<file path="src/rtl/seg7_scan_decoder.sv">
// ============================================================================
// Module      : seg7_scan_decoder
// Description : Snoops a multiplexed 7-segment bus, qualifies each digit's
//               pattern by repeated identical samples and decodes it to BCD.
//               Optional macro SEG7_DP_DECODE_EN enables decimal-point decode.
// Revision    : 1.0 - initial release
// ============================================================================
`default_nettype none

module seg7_scan_decoder #(
    parameter int NUM_DIGITS = 4,
    parameter int STABLE_CNT = 3
) (
    input  logic                      clk,
    input  logic                      rst,
    input  logic                      sample_en,
    input  logic [NUM_DIGITS-1:0]     an_in,
    input  logic [7:0]                seg_in,
    output logic [4*NUM_DIGITS-1:0]   bcd_out,
    output logic [NUM_DIGITS-1:0]     dp_out,
    output logic [NUM_DIGITS-1:0]     digit_err,
    output logic                      frame_valid
);

    localparam int         c_KEY_W      = NUM_DIGITS + 8;
    localparam logic [0:0] c_ST_ACQUIRE = 1'b0;
    localparam logic [0:0] c_ST_LOCKED  = 1'b1;

`ifdef SEG7_DP_DECODE_EN
    localparam logic c_DP_EN = 1'b1;
`else
    localparam logic c_DP_EN = 1'b0;
`endif

    logic [0:0]              r_state_q, w_state_d;
    logic [3:0]              r_cnt_q,   w_cnt_d;
    logic [c_KEY_W-1:0]      r_prev_q,  w_prev_d;
    logic [4*NUM_DIGITS-1:0] r_bcd_q,   w_bcd_d;
    logic [NUM_DIGITS-1:0]   r_dp_q,    w_dp_d;
    logic [NUM_DIGITS-1:0]   r_err_q,   w_err_d;
    logic [NUM_DIGITS-1:0]   r_seen_q,  w_seen_d;
    logic                    r_fv_q,    w_fv_d;

    logic                    w_dp_bit;
    logic [c_KEY_W-1:0]      w_key;
    logic                    w_onehot;
    logic                    w_match;
    logic [3:0]              w_cnt_inc;
    logic                    w_commit;
    logic [3:0]              w_dec_val;
    logic                    w_dec_err;

    // With DP decode disabled the dp bit is masked out of the key, so toggling it never breaks qualification.
    assign w_dp_bit  = seg_in[7] & c_DP_EN;
    assign w_key     = {an_in, w_dp_bit, seg_in[6:0]};
    assign w_onehot  = ($countones(an_in) == 1);
    assign w_match   = (w_key == r_prev_q);
    assign w_cnt_inc = w_match ? (r_cnt_q + 4'd1) : 4'd1;

    always_ff @(posedge clk) begin
        if (rst) begin
            r_state_q <= c_ST_ACQUIRE;
        end else begin
            r_state_q <= w_state_d;
        end
    end

    always_comb begin
        w_state_d = r_state_q;
        w_cnt_d   = r_cnt_q;
        w_prev_d  = r_prev_q;
        w_commit  = 1'b0;
        if (sample_en) begin
            if (!w_onehot) begin
                w_state_d = c_ST_ACQUIRE;
                w_cnt_d   = 4'd0;
                w_prev_d  = '0;
            end else if (!((r_state_q == c_ST_LOCKED) && w_match)) begin
                w_prev_d = w_key;
                w_cnt_d  = w_cnt_inc;
                if (w_cnt_inc >= 4'(STABLE_CNT)) begin
                    w_commit  = 1'b1;
                    w_state_d = c_ST_LOCKED;
                end else begin
                    w_state_d = c_ST_ACQUIRE;
                end
            end
        end
    end

    always_comb begin
        w_dec_val = 4'hE;
        w_dec_err = 1'b0;
        case (seg_in[6:0])
            7'h3F:   w_dec_val = 4'h0;
            7'h06:   w_dec_val = 4'h1;
            7'h5B:   w_dec_val = 4'h2;
            7'h4F:   w_dec_val = 4'h3;
            7'h66:   w_dec_val = 4'h4;
            7'h6D:   w_dec_val = 4'h5;
            7'h7D:   w_dec_val = 4'h6;
            7'h07:   w_dec_val = 4'h7;
            7'h7F:   w_dec_val = 4'h8;
            7'h67:   w_dec_val = 4'h9;
            7'h00:   w_dec_val = 4'hF;
            default: begin
                w_dec_val = 4'hE;
                w_dec_err = 1'b1;
            end
        endcase
    end

    always_comb begin
        w_bcd_d  = r_bcd_q;
        w_dp_d   = r_dp_q;
        w_err_d  = r_err_q;
        w_seen_d = r_seen_q;
        w_fv_d   = 1'b0;
        if (w_commit) begin
            for (int d = 0; d < NUM_DIGITS; d++) begin
                if (an_in[d]) begin
                    w_bcd_d[4*d +: 4] = w_dec_val;
                    w_dp_d[d]         = w_dp_bit;
                    w_err_d[d]        = w_dec_err;
                end
            end
            // The commit that completes the frame pulses once and restarts tracking.
            w_seen_d = r_seen_q | an_in;
            if (&w_seen_d) begin
                w_fv_d   = 1'b1;
                w_seen_d = '0;
            end
        end
    end

    always_ff @(posedge clk) begin
        if (rst) begin
            r_cnt_q  <= 4'd0;
            r_prev_q <= '0;
            r_bcd_q  <= {NUM_DIGITS{4'hF}};
            r_dp_q   <= '0;
            r_err_q  <= '0;
            r_seen_q <= '0;
            r_fv_q   <= 1'b0;
        end else begin
            r_cnt_q  <= w_cnt_d;
            r_prev_q <= w_prev_d;
            r_bcd_q  <= w_bcd_d;
            r_dp_q   <= w_dp_d;
            r_err_q  <= w_err_d;
            r_seen_q <= w_seen_d;
            r_fv_q   <= w_fv_d;
        end
    end

    assign bcd_out     = r_bcd_q;
    assign dp_out      = r_dp_q;
    assign digit_err   = r_err_q;
    assign frame_valid = r_fv_q;

endmodule

`default_nettype wire

</file>
<file path="config.mk">
export PLATFORM = sky130hd
export DESIGN_NAME = seg7_scan_decoder
export DESIGN_NICKNAME = d
export VERILOG_FILES = /design/src/rtl/seg7_scan_decoder.sv
export SDC_FILE = /design/constraint.sdc
export NUM_CORES = 1
export LEC_CHECK = 0
export BUFFER_PORTS_ARGS = -buffer_cell sky130_fd_sc_hd__buf_2
export CAP_MARGIN = 20
export CORE_MARGIN = 3
export CORE_UTILIZATION = 45
export CTS_CLUSTER_SIZE = 10
export DETAILED_ROUTE_END_ITERATION = 8
export PLACE_DENSITY_LB_ADDON = 0.08
export SLEW_MARGIN = 20
export SYNTH_ARGS = -nofsm -noshare
export SYNTH_HDL_FRONTEND = slang
export SYNTH_SLANG_ARGS = --single-unit
</file>
<file path="constraint.sdc">
create_clock -name clk -period 7.3 [get_ports clk]
set_input_delay 1.46 -clock clk [delete_from_list [all_inputs] [get_ports clk]]
set_output_delay 1.46 -clock clk [all_outputs]
set_load 0.005 [all_outputs]
</file>
==> run metrics <==
skew final 4.59 ps; status finished, final reports clean; # IOs 40; Fillers 485; Max Fanout on Critical Path 7; Worst VDD drop ~0.095 mV; worst hold start r_seen_q[2]; vias in the first global route between 1500 and 2000; placed cells approximately 330; Final Non-Filler Cells roughly 340; CTS Buf Count 5; Syn-to-layout area delta 11.3%; Die Y-Extent 77.6 um; sequential area share after synthesis a little over a third; total wire length about 5.0 mm; Final Setup Violations 0; via/cell ratio ~5.5; Slew Limit Headroom approximately a third; CP startpoint an_in[0]; Worst Path Arrival 4310 ps; Worst-Margin Slew a little under 1000 ps; worst path required time about 7500 ps; Top Usage Layer GRT met2; share of post-route cells with drive strength above 1 20.1%; RSZ-0062 raised after global routing no; CTS Sinks between 40 and 50; top_reg_cell synth dfxtp_1; Seq cells post-synth 41; Initial DRT Pass Iterations 4; crit start category input port; post-synthesis cell count 244; Post-synth EDFFs 0; post-cts gate resize count 0; hold slack 454 ps; critical path class in -> reg; average wire per standard cell 15.0 um; via count approximately 1800; crit end category flip-flop; Synthesis Warnings 0; Cell Pwr Density 188 nW/um2; total grt overflow 0; synth unique cells 60; Hold-fix buffers, CTS 0; Tot GR Track Use between 10% and 20%; Max Cap Viol 0; global routing met1 resource utilization about a quarter; Synth Cell Area between 2000 and 2500 um2; IO buf count 34; worst hold path class reg -> reg; Die Area around 6000 um2; DRT iter0 DRCs slightly above 90; final period utilization 57.0%; Reg-to-Reg Start r_prev_q[9]; DRC 0; FMAX around 240 MHz; Setup Fix Bufs, Post-CTS 0; # diodes 0; Clock transition at path regs approximately 80 ps; Fin. Hold Viols 0; DP HPWL roughly 3.6 mm; H-tree depth 2; CTS tree yes; met3 GRT Util 4.18%; initial antenna violation count 0; num rows 25; met2 usage about 30%; Initial Util 47.5%; Die Span X slightly below 80 um; ys async rst share 0%; Slew Limit Fails 0; largest net degree at the start of global routing 29; post-route ant nets 0; Synth Area per Inst roughly 9.4 um2; Clock Tree Buf Depth 2; Skew-Pair Late Insertion Delay between 200 and 300 ps; GP Congestion between 0.7 and 0.8; Final Critical Period roughly 4200 ps; Nets about 290; first-pass GRT wire length 8.80 mm; Sum Neg Setup Slack 0 ps; Pleak roughly 1.1 nW; area of the core about 4800 um2; root buf cell clkbuf_8
==> final timing paths <==
path                                     to  slack (ps)  cells after the start
worst min-delay path            r_seen_q[2]         450                      2
worst max-delay path             bcd_out[1]        3140                     11
worst min register to register  r_seen_q[2]         450                      2
worst max register to register   r_cnt_q[0]        5120                      5
==> registers in the layout, indices dropped and copies added (netlist names) <==
name         flops
bcd_out         16
r_prev_q        11
digit_err        4
r_cnt_q          4
r_seen_q         4
frame_valid      1
r_state_q        1
==> routing by layer <==
metal	wire length, um	part of all wire (%)
met3	185	3.7
met1	2490	49
met4	47	0.93
met5	0	0
met2	2310	46
==> metrics by stage <==
step / area [um2] / power (mW) / utilization [%] / setup WS, ps
2_1_floorplan: 2320 / 0.284 / - / 3320
3_3_place_gp: 2450 / 0.294 / 50.5 / 2880
3_5_place_dp: 2450 / 0.295 / 50.5 / 2840
4_1_cts: 2570 / 0.488 / 52.9 / 3150
5_1_grt: 2570 / 0.506 / 52.9 / 2930
6_report: 2570 / 0.481 / 52.9 / 3140
==> cell usage in the layout (no fill, tap or decap), drive strengths merged, types with 3 or more instances in the layout <==
cell	instances
a21boi	5
nor3	7
nand2b	7
nand4	8
clkbuf	6
mux2i	16
a22o	12
nor2	21
nor4	5
ha	3
xnor2	14
o21bai	4
inv	10
a211o	3
and3	3
nand3	11
a21oi	7
nand2	6
conb	4
a31oi	3
buf	34
dfxtp	41
==> power by group <==
group          switching (mW)  internal [mW]
registers             0.00303          0.227
logic                  0.0381         0.0221
clock network          0.0801          0.111
==> synth_stat cells (3+ instances only) <==
cell / number / area (um2)
nor4_1: 4 / 25.0
dfxtp_1: 41 / 821
buf_2: 6 / 30.0
nand3_1: 11 / 55.1
inv_1: 10 / 37.5
buf_4: 5 / 37.5
clkbuf_1: 5 / 18.8
a22o_1: 12 / 105
o21bai_1: 4 / 30.0
nor2_1: 21 / 78.8
nor3_1: 6 / 30.0
nand2_1: 6 / 22.5
ha_1: 3 / 37.5
a21boi_1: 5 / 37.5
nand2b_1: 7 / 43.8
xnor2_1: 12 / 105
buf_6: 3 / 33.8
and3_1: 3 / 18.8
a211o_1: 3 / 26.3
a31oi_1: 3 / 18.8
mux2i_1: 16 / 160
nand4_1: 6 / 37.5
a21oi_1: 6 / 30.0
==> final cells by class <==
class	instances	area [um2]	area share, %
Clock buffer	6	82.6	3.22
Clock inverter	2	37.5	1.46
Inverter	10	37.5	1.46
Multi-Input combinational cell	176	1330	52.0
Sequential cell	41	821	32.0
Tap cell	67	83.8	3.27
Timing Repair Buffer	34	170	6.63
==> critical path: stages <==
cell,delay [ps]
buf_2,160
inv_1,90
fa_1,540
inv_1,40
ha_1,180
ha_1,290
nand4bb_1,210
or2_0,340
nor3b_2,410
nand3_1,380
mux2i_1,200
==> cells by family (layout without fill, tap and decap cells) <==
group	count (synthesis)	count (layout)	synth area share, %
DFF	41	41	35.6
adders and majority gates	4	4	2.50
other	1	4	0.163
xor gates and xnor gates	15	15	6.35
muxes	16	16	6.95
AOI/OAI and AO/OA	52	52	18.6
buffers and inverters	30	52	7.00
and+or+nand+nor	85	85	22.8
(Power assumes the default switching activity.)
